File: src/rtl/avg_pkg.sv
// Shared constants and sample type for the moving-average filter.
package avg_pkg;

    localparam int SAMPLE_W  = 24;
    localparam int AVG_LOG2N = 3;

    typedef logic signed [SAMPLE_W-1:0] sample_t;

endpackage : avg_pkg

File: src/rtl/sample_fifo.sv
// Depth 2^LOG2N window FIFO with simultaneous push/pop.
// The head is read from registered storage, so it is stable for the whole
// cycle and reflects the state left by the previous edge.
module sample_fifo
    import avg_pkg::*;
#(
    parameter int WIDTH = SAMPLE_W,
    parameter int LOG2N = AVG_LOG2N
) (
    input  logic             clk,
    input  logic             reset,
    input  logic             clear,
    input  logic             push,
    input  logic             pop,
    input  logic [WIDTH-1:0] wdata,
    output logic [WIDTH-1:0] rdata
);

    localparam int DEPTH = 1 << LOG2N;
    localparam logic [LOG2N-1:0] PTR_ONE = LOG2N'(1);

    logic [WIDTH-1:0] mem_q [DEPTH];
    logic [WIDTH-1:0] mem_d [DEPTH];
    logic [LOG2N-1:0] wr_ptr_q, wr_ptr_d;
    logic [LOG2N-1:0] rd_ptr_q, rd_ptr_d;

    assign rdata = mem_q[rd_ptr_q];

    // Next-state for storage and pointers; pointers wrap modulo DEPTH.
    always_comb begin
        mem_d    = mem_q;
        wr_ptr_d = wr_ptr_q;
        rd_ptr_d = rd_ptr_q;
        if (clear) begin
            wr_ptr_d = '0;
            rd_ptr_d = '0;
        end else begin
            if (push) begin
                mem_d[wr_ptr_q] = wdata;
                wr_ptr_d        = wr_ptr_q + PTR_ONE;
            end else begin
                wr_ptr_d = wr_ptr_q;
            end
            if (pop) begin
                rd_ptr_d = rd_ptr_q + PTR_ONE;
            end else begin
                rd_ptr_d = rd_ptr_q;
            end
        end
    end

    // State registers with asynchronous active-low reset.
    always_ff @(posedge clk or negedge reset) begin
        if (!reset) begin
            mem_q    <= '{default: '0};
            wr_ptr_q <= '0;
            rd_ptr_q <= '0;
        end else begin
            mem_q    <= mem_d;
            wr_ptr_q <= wr_ptr_d;
            rd_ptr_q <= rd_ptr_d;
        end
    end

endmodule : sample_fifo

File: src/rtl/avg_filter.sv
// Streaming N-sample moving average of signed samples. Each sample is
// pre-scaled by 1/N (arithmetic shift), so the running sum of the window
// never exceeds the sample range and needs no saturation.
module avg_filter
    import avg_pkg::*;
#(
    parameter int WIDTH = SAMPLE_W,
    parameter int LOG2N = AVG_LOG2N
) (
    input  logic                    clk,
    input  logic                    reset,
    input  logic                    clear,
    input  logic                    in_valid,
    input  logic signed [WIDTH-1:0] din,
    output logic                    out_valid,
    output logic signed [WIDTH-1:0] dout,
    output logic                    full
);

    localparam logic [LOG2N:0] FILL_MAX = {1'b1, {LOG2N{1'b0}}};
    localparam logic [LOG2N:0] FILL_ONE = (LOG2N + 1)'(1);

    logic signed [WIDTH-1:0] scaled_s;
    logic signed [WIDTH-1:0] oldest_s;
    logic [WIDTH-1:0]        head_s;
    logic                    push_s;
    logic                    pop_s;
    logic                    win_full_s;

    logic signed [WIDTH-1:0] acc_q, acc_d;
    logic [LOG2N:0]          fill_q, fill_d;
    logic                    out_valid_q, out_valid_d;
    logic                    full_q, full_d;

    assign scaled_s   = din >>> LOG2N;
    assign win_full_s = (fill_q == FILL_MAX);
    assign oldest_s   = win_full_s ? $signed(head_s) : '0;

    sample_fifo #(
        .WIDTH (WIDTH),
        .LOG2N (LOG2N)
    ) u_fifo (
        .clk   (clk),
        .reset (reset),
        .clear (clear),
        .push  (push_s),
        .pop   (pop_s),
        .wdata (scaled_s),
        .rdata (head_s)
    );

    // Accept/flush decision and running-sum update; clear beats in_valid.
    always_comb begin
        acc_d       = acc_q;
        fill_d      = fill_q;
        out_valid_d = 1'b0;
        push_s      = 1'b0;
        pop_s       = 1'b0;
        if (clear) begin
            acc_d  = '0;
            fill_d = '0;
        end else if (in_valid) begin
            push_s      = 1'b1;
            pop_s       = win_full_s;
            acc_d       = acc_q + scaled_s - oldest_s;
            out_valid_d = 1'b1;
            if (win_full_s) begin
                fill_d = fill_q;
            end else begin
                fill_d = fill_q + FILL_ONE;
            end
        end else begin
            acc_d = acc_q;
        end
        full_d = (fill_d == FILL_MAX);
    end

    // Output and window-state registers with asynchronous active-low reset.
    always_ff @(posedge clk or negedge reset) begin
        if (!reset) begin
            acc_q       <= '0;
            fill_q      <= '0;
            out_valid_q <= 1'b0;
            full_q      <= 1'b0;
        end else begin
            acc_q       <= acc_d;
            fill_q      <= fill_d;
            out_valid_q <= out_valid_d;
            full_q      <= full_d;
        end
    end

    assign dout      = acc_q;
    assign out_valid = out_valid_q;
    assign full      = full_q;

endmodule : avg_filter

File: config.mk
export PLATFORM = sky130hd
export DESIGN_NAME = avg_filter
export DESIGN_NICKNAME = d
export VERILOG_FILES = /design/src/rtl/avg_pkg.sv /design/src/rtl/sample_fifo.sv /design/src/rtl/avg_filter.sv
export SDC_FILE = /design/constraint.sdc
export NUM_CORES = 1
export LEC_CHECK = 0
export CORE_MARGIN = 3
export CORE_UTILIZATION = 33
export DETAILED_ROUTE_END_ITERATION = 16
export HOLD_SLACK_MARGIN = 0.08
export REMOVE_ABC_BUFFERS = 1
export SKIP_LAST_GASP = 1
export SLEW_MARGIN = 20
export SYNTH_ARGS = -nofsm -noshare
export SYNTH_HDL_FRONTEND = slang
export SYNTH_HIERARCHICAL = 1
export SYNTH_SLANG_ARGS = --single-unit
export TNS_END_PERCENT = 30
File: constraint.sdc
create_clock -name clk -period 4.8 [get_ports clk]
set_input_delay 0.72 -clock clk [delete_from_list [all_inputs] [get_ports clk]]
set_output_delay 0.72 -clock clk [all_outputs]
set_load 0.01 [all_outputs]
[Word-level counts from Yosys, hierarchy flattened]
Cells that the tools add are included.
Word-level totals
  flip-flop bits (word level): 228
  input port bits: 28
  output and inout port bits: 26
  logic and storage cells: 52
Operators by class
  $add $sub $neg: 5
  $lt $le $gt $ge: 3
  equality and inequality tests: 2
  multiplexer cells: 20
  bitwise logic cells: 3
  reduce and logical (&&, ||, !) cells: 5
Operator list (count)
  $bwmux 192: 1
  $mux 24: 6
  $bmux 24 s3: 1
  $demux 24 s3: 1
  $add 24x21->24: 1
  $sub 24x24->24: 1
  $mux 3: 4
  $mux 4: 3
  $eq 4x4->1 const B: 2
  $ge 4x4->1 const B: 2
  $not 3->4: 2
  $add 3x1->3 const B: 2
  $reduce_bool 2->1: 3
  $add 4x1->4 const B: 1
  $lt 4x1->1 const B: 1
  $mux 1: 4
  $reduce_and 2->1: 1
  $logic_and 1x1->1: 1
  $not 1->1: 1

[Logic depth before layout (Yosys ltp)]
Gate-level depths: netlist (run 1).
  depth after elaboration: 8
  mapped depth: 17
  mapped depth without buffers: 17

[Cells and area by module]
Netlist (run 1), hierarchy kept.
By module, submodules not included
  sample_fifo: instances 1, cells an instance 525, area an instance 8937.3 µm², sequential area each 4954.8 µm²
  avg_filter: instances 1, cells an instance 445, area an instance 3548.4 µm², sequential area each 750.7 µm²

[Least setup slack after synthesis (run 1)]
OpenSTA, ideal clock, no wires.
  kind: register to register
  start point: reg u_fifo.rd_ptr_q[0]
  end point: reg acc_q[23], in the netlist dout[23]
  setup time: 0.125 ns
  arrival: 3.953 ns
  data required time: 4.675 ns
  path slack: 0.722 ns
  cell stages (with the launch flop): 18
  buffers on the path: 4
  period minus slack after synthesis: 4.078 ns
  cells stage by stage: dfrtp_1 > clkbuf_1 > buf_6 > buf_6 > mux4_2 > mux2_2 > and2_1 > fa_1 > inv_1 > ha_1 > buf_2 > and4_4 > and3_1 > o21a_4 > o31ai_2 > and4_1 > a21o_1 > mux2_4
Between the ends
  cells in the longest elaborated chain, start to end: 8
Ends and longest elaborated chain
  from (decl): RTL line sample_fifo.sv:25  | logic [LOG2N-1:0] rd_ptr_q, rd_ptr_d;
  from (signal assigned): RTL line sample_fifo.sv:61  | rd_ptr_q <= rd_ptr_d;
  $not 3->4 (not written as such): RTL line sample_fifo.sv:27  | assign rdata = mem_q[rd_ptr_q];
  $bmux 24 s3: RTL line sample_fifo.sv:27
  $mux 24 (not written as such) (2 in series): RTL line sample_fifo.sv:27
  net head_s[8]: RTL line avg_filter.sv:25  | logic [WIDTH-1:0] head_s;
  $mux 24: RTL line avg_filter.sv:37  | assign oldest_s = win_full_s ? $signed(head_s) : '0;
  $sub 24x24->24: RTL line avg_filter.sv:65  | acc_d = acc_q + scaled_s - oldest_s;
  $mux 24: RTL line avg_filter.sv:62  | end else if (in_valid) begin
  $mux 24: RTL line avg_filter.sv:59  | if (clear) begin
  to (signal assigned): RTL line avg_filter.sv:81  | acc_q <= '0;
  to (signal assigned): RTL line avg_filter.sv:86  | acc_q <= acc_d;
  to (decl): RTL line avg_filter.sv:30  | logic signed [WIDTH-1:0] acc_q, acc_d;
The timed path passes the listed nets, and every way through them passes these cells. The select of a mux whose other input is x is not followed.
A chain may end at the register's enable or synchronous reset.

[Final worst setup path (run 1)]
  start point: reg u_fifo.rd_ptr_q[0]
  end point: reg acc_q[20], in the netlist dout[20]
Same word-level chain as after synthesis.

==> summary.md, run 1 <==
| Metric | Value |
|---|---|
| Number of synthesized flops with an enable pin | `0` |
| Initial antenna violation count | `0` |
| Post-cts resize count | `0` |
| Die H | `about 200 um` |
| PwrDens | `423.7 nW/um2` |
| First-pass GRT wire length | `45470 um` |
| CTS tree | `yes` |
| Root buffer cell | `clkbuf_16` |
| Post-synth ARST share | `100.0%` |
| Clock share of power | `roughly 32%` |
| Peak Freq | `around 0.23 GHz` |
| RSZ-0062 raised after global routing | `false` |
| Run status | `complete, no violations` |
| Antenna diode count | `0` |
| DR WL/cell | `about 18 um` |
| Clock slew seen by the registers of the worst setup and hold paths | `approximately 0.060 ns` |
| Final std cell area, no fill | `about 14000 um2` |
| DRT Pass-1 Iters | `6` |
| Fillers | `~3500` |
| CTS Hold Bufs | `0` |
| Io pins | `between 50 and 60` |
| Arrival @ worst endpoint | `4.82 ns` |
| Max-Cap Viols | `0` |
| Yosys reg bits | `around 230` |
| Area growth syn-to-layout | `15.71%` |
| Synth Area per Inst | `between 10 and 15 um2` |
| Final nets | `between 1000 and 1500` |
| Total Power | `~6 mW` |
| CP Class | `reg2reg` |
| Commonest non-fill, non-tap cells in the layout | `dfrtp_1, mux2_2, inv_1` |
| Clk_skew | `0.01249 ns` |
| Effective utilization at floorplan | `33.78%` |
| R2R Path Start | `u_fifo/rd_ptr_q[0]` |
| First DRT Iteration DRCs | `between 400 and 500` |
| Cell count after synthesis | `just under 1000` |
| Final Cycle Share | `91.21%` |
| Hold Path Class | `in2async` |
| Global route hottest layer | `met2` |
| Switching share of power | `between 30% and 40%` |
| HPWL Detailed | `around 19000 um` |
| Post-DP Area | `around 14000 um2` |
| Final setup viols | `0` |
| Seq/Total Area, Yosys | `a little under half` |
| Setup TNS Final | `0 ns` |
| Flop pwr share | `37.4%` |
| Worst Setup SP | `u_fifo/rd_ptr_q[0]` |
| Layout Cells excl Fill | `1543` |
| Total wire length | `28010 um` |
| Top cells by area, synth | `dfrtp_1, mux2_2, mux4_2` |
| Clk Latency, worst-skew pair | `approximately 0.53 ns` |
| Peak supply drop | `between 0.2 and 0.3 mV` |
| Layout cells sized above 1 | `between 30% and 40%` |
| Post-CTS Setup Inserts | `0` |
| Area leader, netlist | `dfrtp_1` |
| Slew @ Worst Pin | `~0.85 ns` |
| Clock Sink Count | `roughly 230` |
| Met1 usage | `roughly a fifth` |
| LEAKAGE | `6.677 nW` |
| Switch Pwr | `a little under 2 mW` |
| Logic pwr share | `30.3%` |
| Yosys cell types | `64` |
| Met3 usage | `1.816%` |
| Slew Limit Fails | `0` |
| Max clock buf depth | `3` |
| Placed insts | `approximately 1500` |
| Vias in the first global route | `7987` |
| Syn. warnings | `6` |
| Prevailing post-synth register cell | `dfrtp_1` |
| Final Wtd Congestion | `just under 0.9` |
| Required time of the worst setup path | `between 5 and 6 ns` |
| Port bufs | `50` |
| Worst Path Max Fanout | `18` |
| Top cell type's share of synthesized area | `between 40% and 50%` |
| Final hold violation count | `0` |
| Post-Syn Area | `roughly 12000 um2` |
| Commonest non-fill, non-tap cell in the layout | `dfrtp_1` |
| # rows | `70` |
| Die ar. | `about 40000 um2` |
| ANT nets after route | `0` |
| Drt via density | `about 5` |
| Tmin final | `4.378 ns` |
| Crit end category | `register` |
| Detailed-route via count | `approximately 7600` |
| Critical Path Source Type | `register` |
| DRC | `0` |
| Int Pwr | `4.198 mW` |
| Largest net degree at the start of global routing | `99` |
| CTS H-tree depth | `1` |
| Final core utilization | `39.09%` |
| Met2 Track Usage GR | `between 20% and 30%` |
| Core area | `between 30000 and 40000 um2` |
| CTS buffer count | `26` |
| Horiz. Die Dim | `200.5 um` |
| Total grt overflow | `0` |
| Rel. slew slack | `43.13%` |
| GRT Total Usage | `roughly 14%` |
[power groups by stage]
stage	Combinational, mW	Sequential [mW]	Clock [mW]
after floorplan	1.29	2.29	0
after global placement	1.84	2.32	0
after detailed placement	1.86	2.33	0
after CTS	1.87	2.29	2.05
after global routing	2.08	2.32	2.12
final	1.86	2.29	1.98
[flip-flops by register name (all words and copies together) (netlist names)]
register         count
u_fifo/mem_q       192
dout                24
fill_q               4
u_fifo/rd_ptr_q      3
u_fifo/wr_ptr_q      3
full                 1
out_valid            1
[synthesized netlist by cell type, types with 7 or more instances]
cell type    n
a21o_1      16
a21oi_1     24
and2_1      25
buf_2       18
buf_6        9
clkbuf_1    20
dfrtp_1    228
fa_1        23
ha_1        28
inv_1       96
mux2_2     216
mux2i_1      7
mux4_2      48
nand2_1     34
nand3_1      7
nand4_1      7
nor2_1      38
nor3_1       8
o21ai_0     11
xnor2_1     11
[worst paths after layout]
| check | end | slack [ns] | cells past startpoint |
|---|---|---|---|
| min reg2reg | u_fifo/mem_q[141] | 0.50 | 1 |
| max in group asynchronous | u_fifo/rd_ptr_q[0] | 3.45 | 2 |
| max reg2reg | dout[20] | 0.42 | 14 |
| max | dout[20] | 0.42 | 14 |
| min | u_fifo/mem_q[122] | 0.20 | 1 |
| min in group clk | u_fifo/mem_q[141] | 0.50 | 1 |
[layout make-up]
cell class / instances / area, um2 / share of cell area (%)
Sequential cell: 228 / 5710 / 39.53
Clock buffer: 35 / 735.7 / 5.092
Clock inverter: 11 / 121.4 / 0.8400
Timing Repair Buffer: 77 / 778.2 / 5.387
Multi-Input combinational cell: 592 / 6111 / 42.30
Tap cell: 504 / 630.6 / 4.365
Inverter: 96 / 360.3 / 2.494
[worst max-delay path, cell delays in order (launching register included)]
cell and delay, ns:
dfrtp_4 0.70, buf_4 0.24, mux4_2 0.49, mux2_2 0.28
and2_1 0.15, fa_1 0.49, inv_1 0.05, ha_1 0.41
a21oi_4 0.21, o21bai_2 0.09, a221oi_4 0.40, o21ba_1 0.22
a31oi_2 0.15, a211o_1 0.32, o211ai_1 0.09
[cell families (layout without fill, tap and decap cells)]
logic type / Yosys count / in the layout / share of synthesized area [%]
muxes: 272 / 272 / 28.82
DFF: 228 / 228 / 45.70
and+or+nand+nor: 161 / 161 / 7.085
buffers and inverters: 150 / 219 / 5.431
AOI/OAI and AO/OA: 91 / 91 / 5.281
adders and majority gates: 51 / 51 / 6.494
xor gates and xnor gates: 17 / 17 / 1.192
[layer usage]
| metal | part of all wire (%) | wire length [um] | vias up |
|---|---|---|---|
| li1 | - | - | 3520 |
| met1 | 48 | 13330 | 3895 |
| met2 | 48 | 13360 | 106 |
| met3 | 3.2 | 889 | 31 |
| met4 | 1.5 | 430 | 0 |
| met5 | 0 | 0 | - |
[metrics by stage]
step | setup slack (ns) | hold slack (ns)
CTS | 0.3517 | 0.2095
detailed placement | 0.3926 | 0.4868
finish | 0.4219 | 0.2050
global route | 0.1577 | 0.2444
global placement | 0.4233 | 0.4819
floorplan | -0.6174 | 0.4244
Note: power is estimated with default switching activity, not from simulation.
==> inputs of run 2 (changes only) <==
--- a/config.mk
+++ b/config.mk
@@ -5,10 +5,13 @@
 export SDC_FILE = /design/constraint.sdc
 export NUM_CORES = 1
 export LEC_CHECK = 0
+export CELL_PAD_IN_SITES_DETAIL_PLACEMENT = 1
+export CELL_PAD_IN_SITES_GLOBAL_PLACEMENT = 1
 export CORE_MARGIN = 3
 export CORE_UTILIZATION = 33
 export DETAILED_ROUTE_END_ITERATION = 16
 export HOLD_SLACK_MARGIN = 0.08
+export PLACE_DENSITY_LB_ADDON = 0.1
 export REMOVE_ABC_BUFFERS = 1
 export SKIP_LAST_GASP = 1
 export SLEW_MARGIN = 20
==> summary.md, run 2 (synthesized netlist as in run 1, its figures left out) <==
| Metric | Value |
|---|---|
| Run status | `complete, no violations` |
| Horiz. Die Dim | `200.5 um (unchanged)` |
| Final Wtd Congestion | `0.7669 (-12%)` |
| Vias in the first global route | `8436 (+5.6%)` |
| Hold Path Class | `in2async` |
| Drt via density | `4.967 (+1.5%)` |
| CTS buffer count | `28 (+7.7%)` |
| LEAKAGE | `6.663 nW (-0.21%)` |
| CP Class | `reg2reg` |
| Final core utilization | `38.96% (-0.13 points)` |
| Final setup viols | `0 (unchanged)` |
| Clock slew seen by the registers of the worst setup and hold paths | `0.06 ns (about the same)` |
| RSZ-0062 raised after global routing | `false` |
| Max-Cap Viols | `0 (unchanged)` |
| GRT Total Usage | `16.65% (+2.7 points)` |
| Post-cts resize count | `0 (unchanged)` |
| Peak supply drop | `0.2484 mV (-8.4%)` |
| Final Cycle Share | `89.99% (-1.2 points)` |
| Total Power | `6.188 mW (+1.1%)` |
| DRC | `0 (unchanged)` |
| Die H | `200.5 um (unchanged)` |
| Total wire length | `33040 um (+18%)` |
| Root buffer cell | `clkbuf_16` |
| Clk_skew | `0.02958 ns (+0.01709 ns)` |
| Worst Hold Slack | `0.1756 ns (-0.02938 ns)` |
| Tmin final | `4.319 ns (-0.05877 ns)` |
| Clock Sink Count | `228 (unchanged)` |
| Cell with the biggest individual delay on the critical path | `mux4_2` |
| Arrival @ worst endpoint | `4.78 ns (-0.04 ns)` |
| Worst Setup SP | `u_fifo/rd_ptr_q[0]` |
| Post-CTS Setup Inserts | `0 (unchanged)` |
| Worst Path Max Fanout | `20 (+2)` |
| CTS H-tree depth | `1 (unchanged)` |
| Slew Limit Fails | `0 (unchanged)` |
| Initial antenna violation count | `0 (unchanged)` |
| Cell chain of the critical path | `buf_12 > mux4_2 > mux2_2 > and2_1 > fa_1 > inv_1 > ha_1 > a21oi_4 > o21bai_2 > a221oi_4 > o21ba_1 > a31oi_2 > a211o_1 > o211ai_1` |
| Rel. slew slack | `31.56% (-12 points)` |
| Port bufs | `50 (unchanged)` |
| DRT Pass-1 Iters | `4 (-2)` |
| HPWL Detailed | `21320 um (+14%)` |
| Max stage delay on crit path | `0.54 ns (-0.16 ns)` |
| Largest net degree at the start of global routing | `94 (-5.1%)` |
| First-pass GRT wire length | `52560 um (+16%)` |
| First DRT Iteration DRCs | `330 (-23%)` |
| CTS Hold Bufs | `0 (unchanged)` |
| Max reg flops | `192 (unchanged)` |
| Final nets | `1102 (+0.18%)` |
| Crit end category | `register` |
| Peak Freq | `0.2315 GHz (+1.4%)` |
| Largest Register | `u_fifo/mem_q` |
| Layout cells sized above 1 | `33.75% (-0.42 points)` |
| Clk Latency, worst-skew pair | `0.56 ns (+0.03 ns)` |
| Commonest non-fill, non-tap cells in the layout | `dfrtp_1, mux2_2, inv_1` |
| Commonest non-fill, non-tap cell in the layout | `dfrtp_1` |
| Slew @ Worst Pin | `1.027 ns (+0.1735 ns)` |
| Critical Path Source Type | `register` |
| Final hold violation count | `0 (unchanged)` |
| # rows | `70 (unchanged)` |
| Io pins | `54 (unchanged)` |
| Fillers | `3928 (+11%)` |
| Required time of the worst setup path | `5.26 ns (+0.02 ns)` |
| Antenna diode count | `0 (unchanged)` |
| Core area | `36960 um2 (unchanged)` |
| CTS tree | `yes` |
| Die ar. | `40210 um2 (unchanged)` |
| R2R Path Start | `u_fifo/rd_ptr_q[0]` |
| DR WL/cell | `21.44 um (+18%)` |
| ANT nets after route | `0 (unchanged)` |
| Max clock buf depth | `3 (unchanged)` |
| PwrDens | `429.7 nW/um2 (+1.4%)` |
| Area growth syn-to-layout | `15.32%` |
| Detailed-route via count | `7654 (+1.4%)` |
| Total grt overflow | `0 (unchanged)` |
| Effective utilization at floorplan | `33.78% (unchanged)` |
==> run 2: cell types whose count changed in the layout (fill, tap and decap cells not counted), moves of 2 or more <==
cell / change
clkinv_2: -3
buf_12: -2
buf_4: +2
clkinvlp_4: -4
clkbuf_1: +5
==> run 2: through the flow <==
step                      TNS, ns  cell area [um2]  instances  worst slack [ns]
after CTS                       0            14400       1541            0.4386
after floorplan            -7.111            12170        916           -0.6174
after global routing            0            14400       1541            0.2144
final                           0            14400       1541            0.4807
after detailed placement        0            13570       1497            0.4970
after global placement          0            13570       1497            0.5084
==> run 2: layout make-up <==
| type | count | area [um2] | share of cell area [%] |
|---|---|---|---|
| inverter | 96 | 360.3 | 2.503 |
| multi-input combinational | 592 | 6118 | 42.49 |
| timing repair buffer | 77 | 748.2 | 5.196 |
| tap | 504 | 630.6 | 4.380 |
| sequential | 228 | 5710 | 39.66 |
| clock inverter | 3 | 51.30 | 0.3563 |
| clock buffer | 41 | 779.5 | 5.414 |
==> run 2: layer usage <==
metal	wire (um)	share of wire, %	global-route usage (%)	vias up
met5	0	0	0	-
met3	728	2.2	2.335	42
met1	17020	51	25.14	4013
met2	14600	44	25.58	71
li1	-	-	-	3528
met4	697	2.1	3.538	0
==> run 2: report_power, final <==
part | internal, mW | switching, mW | total, mW
clock network | 1.16 | 0.814 | 1.98
logic | 0.881 | 1.04 | 1.92
registers | 2.14 | 0.153 | 2.29
total | 4.18 | 2.01 | 6.19
==> run 2: path summary, 6_finish.rpt <==
| kind | depth (start not counted) | end | slack, ns |
|---|---|---|---|
| worst max-delay path | 14 | dout[20] | 0.48 |
| worst min-delay path | 1 | dout[23] | 0.18 |
| worst max register to register | 14 | dout[20] | 0.48 |
| worst min register to register | 1 | u_fifo/mem_q[127] | 0.50 |
| max in group asynchronous | 2 | u_fifo/mem_q[119] | 3.56 |
| min in group clk | 1 | u_fifo/mem_q[127] | 0.50 |
==> run 2: critical path, delay by kind of cell, from the launching register on <==
family	cells	cell delay, ns
AND/OR/NAND/NOR	1	0.15
adder cells (fa/ha/maj)	2	0.89
multiplexers	2	0.81
AO/OA/AOI/OAI	7	1.55
buffers and inverters	2	0.28
flip-flops	1	0.50
==> inputs of run 3 (changes only) <==
--- a/config.mk
+++ b/config.mk
@@ -7,7 +7,7 @@
 export LEC_CHECK = 0
 export CELL_PAD_IN_SITES_DETAIL_PLACEMENT = 1
 export CELL_PAD_IN_SITES_GLOBAL_PLACEMENT = 1
-export CORE_MARGIN = 3
+export CORE_MARGIN = 1
 export CORE_UTILIZATION = 33
 export DETAILED_ROUTE_END_ITERATION = 16
 export HOLD_SLACK_MARGIN = 0.08
==> summary.md, run 3 (synthesized netlist as in run 1, its figures left out) <==
| Metric | Value |
|---|---|
| Final hold violation count | `0 (unchanged)` |
| # rows | `70 (unchanged)` |
| Clk_skew | `0.01470 ns (-0.01488 ns)` |
| Io pins | `54 (unchanged)` |
| Initial antenna violation count | `0 (unchanged)` |
| Largest Register | `u_fifo/mem_q` |
| Clock Sink Count | `228 (unchanged)` |
| ANT nets after route | `0 (unchanged)` |
| Core area | `36960 um2 (unchanged)` |
| Layout Cells excl Fill | `1560 (+1.2%)` |
| CTS tree | `yes` |
| Fillers | `3917 (-0.28%)` |
| Peak supply drop | `0.2581 mV (+3.9%)` |
| Clock slew seen by the registers of the worst setup and hold paths | `0.06 ns (about the same)` |
| Commonest non-fill, non-tap cells in the layout | `dfrtp_1, mux2_2, inv_1` |
| PwrDens | `440.4 nW/um2 (+2.5%)` |
| Rel. slew slack | `40.54% (+9.0 points)` |
| Max reg flops | `192 (unchanged)` |
| Slew Limit Fails | `0 (unchanged)` |
| Effective utilization at floorplan | `33.78% (unchanged)` |
| CTS H-tree depth | `1 (unchanged)` |
| Run status | `complete, no violations` |
| First-pass GRT wire length | `52030 um (-1.0%)` |
| Port bufs | `50 (unchanged)` |
| Die H | `196.5 um (-2.0%)` |
| GRT Total Usage | `17.76% (+1.1 points)` |
| Largest net degree at the start of global routing | `111 (+18%)` |
| Arrival @ worst endpoint | `4.84 ns (+0.06 ns)` |
| CTS buffer count | `29 (+3.6%)` |
| CP Class | `reg2reg` |
| Horiz. Die Dim | `196.5 um (-2.0%)` |
| Final nets | `1112 (+0.91%)` |
| Final Wtd Congestion | `0.7809 (+1.8%)` |
| First DRT Iteration DRCs | `225 (-32%)` |
| Antenna diode count | `0 (unchanged)` |
| Hold Path Class | `in2async` |
| Commonest non-fill, non-tap cell in the layout | `dfrtp_1` |
| DRT Pass-1 Iters | `4 (unchanged)` |
| Vias in the first global route | `8469 (+0.39%)` |
| Die ar. | `38620 um2 (-4.0%)` |
| Final setup viols | `0 (unchanged)` |
| Tmin final | `4.403 ns (+0.08336 ns)` |
| Final core utilization | `39.76% (+0.80 points)` |
| Area growth syn-to-layout | `17.70%` |
| Total wire length | `32720 um (-0.99%)` |
| Max-Cap Viols | `0 (unchanged)` |
| Total grt overflow | `0 (unchanged)` |
| Crit end category | `register` |
| DR WL/cell | `20.97 um (-2.2%)` |
| Worst Hold Slack | `0.2396 ns (+0.06400 ns)` |
| Placed insts | `1506 (+0.60%)` |
| Post-cts resize count | `0 (unchanged)` |
| Max clock buf depth | `3 (unchanged)` |
| RSZ-0062 raised after global routing | `false` |
| CTS Hold Bufs | `0 (unchanged)` |
| Final Cycle Share | `91.72% (+1.7 points)` |
| Required time of the worst setup path | `5.23 ns (-0.03 ns)` |
| Peak Freq | `0.2271 GHz (-1.9%)` |
| LEAKAGE | `6.812 nW (+2.2%)` |
| Worst Path Max Fanout | `12 (-40%)` |
| Layout cells sized above 1 | `35.32% (+1.6 points)` |
| Post-CTS Setup Inserts | `0 (unchanged)` |
| Slew @ Worst Pin | `0.8919 ns (-0.1347 ns)` |
| HPWL Detailed | `21980 um (+3.1%)` |
| Root buffer cell | `clkbuf_16` |
| Detailed-route via count | `7693 (+0.51%)` |
| DRC | `0 (unchanged)` |
| Critical Path Source Type | `register` |
| Drt via density | `4.931 (-0.71%)` |
| Clk Latency, worst-skew pair | `0.56 ns (about the same)` |
## run 3: critical path, cell delays in order, from the launching register on
cell and delay (ns):
dfrtp_4 0.62, buf_12 0.22, buf_4 0.18, mux4_2 0.50
mux2_2 0.29, and2_1 0.16, fa_1 0.48, inv_1 0.04
ha_1 0.41, a21o_1 0.24, a21o_1 0.18, a21o_1 0.20
a21oi_1 0.23, a211oi_1 0.11, o41a_1 0.41
## run 3: layer usage
layer	part of all wire, %	vias up	global-route usage [%]	routed length, um
li1	-	3549	-	-
met2	46	62	28.04	15020
met1	50	4056	26.11	16510
met5	0	-	0	0
met3	2.2	26	2.515	733
met4	1.4	0	3.125	449
## run 3: cell type report
cell class                      count  area (um2)  share of cell area (%)
Inverter                           96       360.3                   2.452
Tap cell                          504       630.6                   4.291
Clock buffer                       39       813.3                   5.534
Multi-Input combinational cell    592        6118                   41.63
Sequential cell                   228        5710                   38.86
Clock inverter                     15       191.4                   1.303
Timing Repair Buffer               86       870.8                   5.926
## run 3: power breakdown
group,switching (mW),leakage [nW],total [mW],internal [mW]
registers,0.149,3.07,2.29,2.14
logic,1.02,3.25,1.91,0.884
clock network,0.874,0.493,2.28,1.40
## run 3: final timing paths
check | startpoint | cells after the start | endpoint | slack [ns]
max reg2reg | u_fifo/rd_ptr_q[0] | 14 | dout[21] | 0.40
min in group clk | u_fifo/mem_q[142] | 1 | u_fifo/mem_q[142] | 0.50
min reg2reg | u_fifo/mem_q[142] | 1 | u_fifo/mem_q[142] | 0.50
max | u_fifo/rd_ptr_q[0] | 14 | dout[21] | 0.40
min | reset | 1 | u_fifo/mem_q[132] | 0.24
max in group asynchronous | reset | 2 | u_fifo/mem_q[113] | 3.48
## run 3: metrics by stage
| step | setup WS (ns) | power [mW] | setup TNS (ns) | area (um2) |
|---|---|---|---|---|
| floorplan | -0.6174 | 3.582 | -7.111 | 12170 |
| global placement | 0.3523 | 4.235 | 0 | 13690 |
| detailed placement | 0.3379 | 4.249 | 0 | 13690 |
| CTS | 0.3074 | 6.583 | 0 | 14700 |
| global route | 0.1308 | 6.871 | 0 | 14700 |
| finish | 0.3973 | 6.471 | 0 | 14700 |
